[src/rtl/bus.sv]
// Single-master bus: registered grant, address decode to two slaves, registered read mux.
// Define BUS_OUTPUT_GATE_EN to force slave address/write/data to zero while ungranted.
module bus (
  input  logic        clk,
  input  logic        reset_n,
  input  logic        m_req,
  input  logic        m_wr,
  input  logic [15:0] m_addr,
  input  logic [63:0] m_dout,
  input  logic [63:0] s0_dout,
  input  logic [63:0] s1_dout,
  output logic        m_grant,
  output logic [63:0] m_din,
  output logic        s0_sel,
  output logic        s1_sel,
  output logic [15:0] s_addr,
  output logic        s_wr,
  output logic [63:0] s_din
);

  logic       grant_q;
  logic [1:0] rd_sel_q;
  logic       hit0;
  logic       hit1;

  // reset_n is an active-high synchronous reset despite its name
  always_ff @(posedge clk) begin
    if (reset_n) begin
      grant_q  <= 1'b0;
      rd_sel_q <= 2'b00;
    end else begin
      grant_q  <= m_req;
      rd_sel_q <= {s1_sel, s0_sel};
    end
  end

  assign m_grant = grant_q;

  assign hit0   = (m_addr[15:11] == 5'b00000);
  assign hit1   = (m_addr[15:9] == 7'b0111000);
  assign s0_sel = grant_q & hit0;
  assign s1_sel = grant_q & hit1;

`ifdef BUS_OUTPUT_GATE_EN
  assign s_addr = grant_q ? m_addr : 16'h0;
  assign s_wr   = grant_q & m_wr;
  assign s_din  = grant_q ? m_dout : 64'h0;
`else
  assign s_addr = m_addr;
  assign s_wr   = m_wr;
  assign s_din  = m_dout;
`endif

  // one-cycle read latency matches synchronous slaves
  always_comb begin
    m_din = 64'h0;
    unique case (rd_sel_q)
      2'b01:   m_din = s0_dout;
      2'b10:   m_din = s1_dout;
      default: m_din = 64'h0;
    endcase
  end

endmodule

[config.mk]
export PLATFORM = sky130hd
export DESIGN_NAME = bus
export DESIGN_NICKNAME = d
export VERILOG_FILES = /design/src/rtl/bus.sv
export SDC_FILE = /design/constraint.sdc
export NUM_CORES = 1
export LEC_CHECK = 0
export CORE_AREA = 2 2 138 140
export DETAILED_ROUTE_END_ITERATION = 7
export DIE_AREA = 0 0 140 142
export SETUP_SLACK_MARGIN = 0.02
export SLEW_MARGIN = 20
export SYNTH_ARGS = -nofsm -noshare
export SYNTH_HDL_FRONTEND = slang
export SYNTH_SLANG_ARGS = --single-unit
[constraint.sdc]
create_clock -name clk -period 2.33 [get_ports clk]
set_input_delay 0.3495 -clock clk [delete_from_list [all_inputs] [get_ports clk]]
set_output_delay 0.3495 -clock clk [all_outputs]
set_load 0.005 [all_outputs]
==> qor_table.md <==
| Item | Value |
|---|---|
| Run status | finished with violations |
| Failing checks | design-rule violations |
| Floorplan Core Area | 0.0185 sq mm |
| Cells along the critical path | inv_1 -> ha_2 -> buf_12 -> a22oi_1 -> nor2_1 -> clkdlybuf4s50_1 |
| Depth of the critical timing path with buffers and inverters included | 6 |
| Iteration-0 DRC count of the detailed router | 86 |
| Routed wire length | 7940 microns |
| Number of global-route vias before repair | 2230 |
| Initial antenna violation count | 0 |
| Final antenna-violating net count | 0 |
| Proportion of synthesized chip area in sequential cells | 0.0378 |
| Worst setup endpoint | m_din[0] |
| Buffering stage count on the worst path with inverters included | 3 |
| Count of unresolved DRC violations after routing | 21 |
| Number of cells traversed by the worst register-to-register path | 2 |
| Final-report max-slew violation count | 0 |
| Skew final | 1.67 ps |
| Number of nets in the layout | 584 |
| Routed WL per cell | 13.2 microns |
| Count of buffers added by post-CTS timing repair for setup | 0 |
| Pin count of the biggest net entering global routing | 36 |
| Flops & latches, synth | 3 |
| GRT Overall Usage | 0.0744 |
| Top Ports | 360 |
| Horizontal die dimension | 140 microns |
| Clock-pin slew of the registers on the worst-case setup and hold paths | 30 ps |
| Worst hold path type | flip-flop to flip-flop |
| Post-Syn Area | 0.00159 sq mm |
| Maximum root-to-sink buffer count | 2 |
| Critical path startpoint category | flip-flop |
| Number of different library cells in the post-synthesis netlist | 17 |
| Transition time of the tightest slew-check pin | 337 ps |
| Total via count after detailed routing | 2212 |
| Number of flops mapped to enable cells by yosys | 0 |
| Highest clock frequency the design can meet | 453 MHz |
| Pre-Repair DR Iteration Count | 8 |
| Synthesized instance count | 247 |
| H-tree Lvls | 1 |
| Average size of a mapped cell | 6.43 sq um |
| Synth warn | 0 |
| Hold Worst Slack | 525 ps |
| Proportion of register bits with asynchronous set or reset after synthesis | 0 |
| Critical path's largest stage delay | 540 ps |
| Final cell count without fillers | 603 |
| Post-layout min period | 2210 ps |
| Power density over the cells | 170 mW/mm^2 |
| Site row count | 50 |
| Routability congestion estimate from global placement | 0.699 |
| Cell leakage power | 1.02 nW |
| Number of buffers added by the clock tree synthesis step | 3 |
| Worst skew pair latency | 230 ps |
| Total grt overflow | 0 |
| Setup crit end kind | primary output |
| Critical Path Slowest Stage Cell | sky130_fd_sc_hd__clkdlybuf4s50_1 |
| Clk root buf | sky130_fd_sc_hd__clkbuf_16 |
| Die Span Y | 142 microns |
| Final Hold Fails | 0 |
| Max Cap Violations | 0 |
| WS Path Type | flip-flop to primary output |
| Global-route wire length before repair | 11800 microns |
| Data required time at the worst endpoint | 1980 ps |
| Signal arrival time at the worst endpoint | 1860 ps |
| Starting density of the core | 0.0861 |
| Reg2Reg Launch Point | m_grant |
| IO buf count | 211 |
| Detailed placement HPWL | 6680 microns |
| Overall power of the completed layout | 598 uW |
| Sum of negative setup slack | 0 ps |
| Die area | 0.0199 sq mm |
| Setup repair after global routing missed its margin | no |
| Antenna diodes | 0 |
| Peak supply drop | 0.000338 V |
| Family with the most delay on the worst path | buffers and inverters |
| Register-to-register path setup slack | 1550 ps |
| TritonCTS clock tree | yes |
| Dominant synthesized flop cell | sky130_fd_sc_hd__dfxtp_1 |
| Finished Core Util | 0.190 |
| Number of cells after detailed placement | 599 |
| End of the worst register-to-register path | rd_sel_q[1] |
| Fraction of layout cells with a size suffix above 1 | 0.0461 |
| P&R area growth vs syn | 121% |
| Critical Path Fanout Max | 35 |
| Clock Sink Count | 3 |
| Fin crit share | 0.948 |
| Worst rel slew slack | 0.775 |
| Net Count, Synth | 461 |
| Setup Viol. Count Final | 0 |
| Via density per instance | 3.67 |
| Launch point of the worst path | rd_sel_q[0] |
-- how the worst min path moves through the flow --
stage	end	slack, ps	start	depth (start not counted)
after floorplan	rd_sel_q[0]	420	reset_n	1
after global placement	rd_sel_q[0]	550	m_grant	2
after detailed placement	rd_sel_q[0]	530	m_grant	2
after CTS	rd_sel_q[0]	530	m_grant	2
after global routing	rd_sel_q[0]	560	m_grant	2
final	rd_sel_q[0]	520	m_grant	2
-- logic make-up (layout without fill, tap and decap cells) --
group	after synthesis	after routing	synth area share
AOI/OAI and AO/OA	64	64	0.302
adders and majority gates	2	2	0.0157
buffers and inverters	104	226	0.449
DFF	3	3	0.0378
and+or+nand+nor	74	74	0.195
-- synth_stat cells, types with 2 or more instances --
| library cell | instances | area [sq um] |
|---|---|---|
| sky130_fd_sc_hd__buf_4 | 81 | 608 |
| sky130_fd_sc_hd__inv_1 | 2 | 7.51 |
| sky130_fd_sc_hd__nor2_1 | 65 | 244 |
| sky130_fd_sc_hd__a22oi_1 | 64 | 480 |
| sky130_fd_sc_hd__buf_2 | 15 | 75.1 |
| sky130_fd_sc_hd__ha_1 | 2 | 25.0 |
| sky130_fd_sc_hd__clkbuf_1 | 6 | 22.5 |
| sky130_fd_sc_hd__dfxtp_1 | 3 | 60.1 |
-- timing repair --
action | 4_1_cts | 5_1_grt
hold buffers | 0 | 0
hold endpoints to repair | 0 | 0
setup endpoints to repair | 1 | 3
gates resized for setup | 1 | 3
-- flip-flops by register name (all words and copies together) (netlist names) --
register and cells:
m_grant 1, rd_sel_q 2
-- cells in the final DEF (no fill, tap or decap) --
cell type | Yosys | layout
sky130_fd_sc_hd__or2_1 | 1 | 1
sky130_fd_sc_hd__buf_4 | 81 | 4
sky130_fd_sc_hd__nand2_1 | 1 | 1
sky130_fd_sc_hd__nand2b_1 | 1 | 1
sky130_fd_sc_hd__clkdlybuf4s50_1 | 0 | 208
sky130_fd_sc_hd__nand4bb_1 | 1 | 1
sky130_fd_sc_hd__inv_1 | 2 | 2
sky130_fd_sc_hd__a22oi_2 | 0 | 1
sky130_fd_sc_hd__clkbuf_16 | 0 | 3
sky130_fd_sc_hd__nor4_1 | 1 | 1
sky130_fd_sc_hd__dlygate4sd2_1 | 0 | 1
sky130_fd_sc_hd__clkbuf_1 | 6 | 1
sky130_fd_sc_hd__nor2_1 | 65 | 65
sky130_fd_sc_hd__a22oi_1 | 64 | 63
sky130_fd_sc_hd__dlymetal6s2s_1 | 0 | 2
sky130_fd_sc_hd__nor2b_1 | 1 | 1
sky130_fd_sc_hd__ha_2 | 0 | 2
sky130_fd_sc_hd__buf_12 | 0 | 5
sky130_fd_sc_hd__nor3_2 | 1 | 1
sky130_fd_sc_hd__nor3_1 | 1 | 1
sky130_fd_sc_hd__dfxtp_1 | 3 | 3
sky130_fd_sc_hd__or4_4 | 1 | 1
-- routing by layer --
layer / vias up / track usage / share of wire
met3: 32 / 0.0306 / 0.12
li1: 1019 / - / -
met1: 980 / 0.0763 / 0.36
met5: - / 0.0150 / 0.0045
met4: 2 / 0.0362 / 0.031
met2: 179 / 0.131 / 0.49
-- layout make-up --
| type | count | area [sq um] |
|---|---|---|
| clock buffers | 4 | 78.8 |
| fillers | 2095 | 14900 |
| inverters | 2 | 7.51 |
| multi-input cells | 140 | 826 |
| flip-flops and latches | 3 | 60.1 |
| well taps | 234 | 293 |
| repair buffers | 220 | 2250 |
-- stage by stage --
step	area (sq um)	setup WS, ps
4_1_cts	3500	94.0
3_5_place_dp	3420	8.89
6_report	3510	121
5_1_grt	3510	22.9
2_1_floorplan	1590	847
3_3_place_gp	3420	1.53
-- worst min-delay path, stage by stage (launching register included) --
cell,delay [ps]
sky130_fd_sc_hd__dfxtp_1,320
sky130_fd_sc_hd__nand2b_1,110
sky130_fd_sc_hd__nor3_2,50
-- power by group --
| group | switching (mW) | internal, mW | total [mW] |
|---|---|---|---|
| Sequential | 0.000833 | 0.0528 | 0.0536 |
| Clock | 0.0492 | 0.226 | 0.275 |
| Combinational | 0.0497 | 0.220 | 0.269 |
| Total | 0.0998 | 0.499 | 0.598 |
Note: power is estimated with default switching activity, not from simulation.
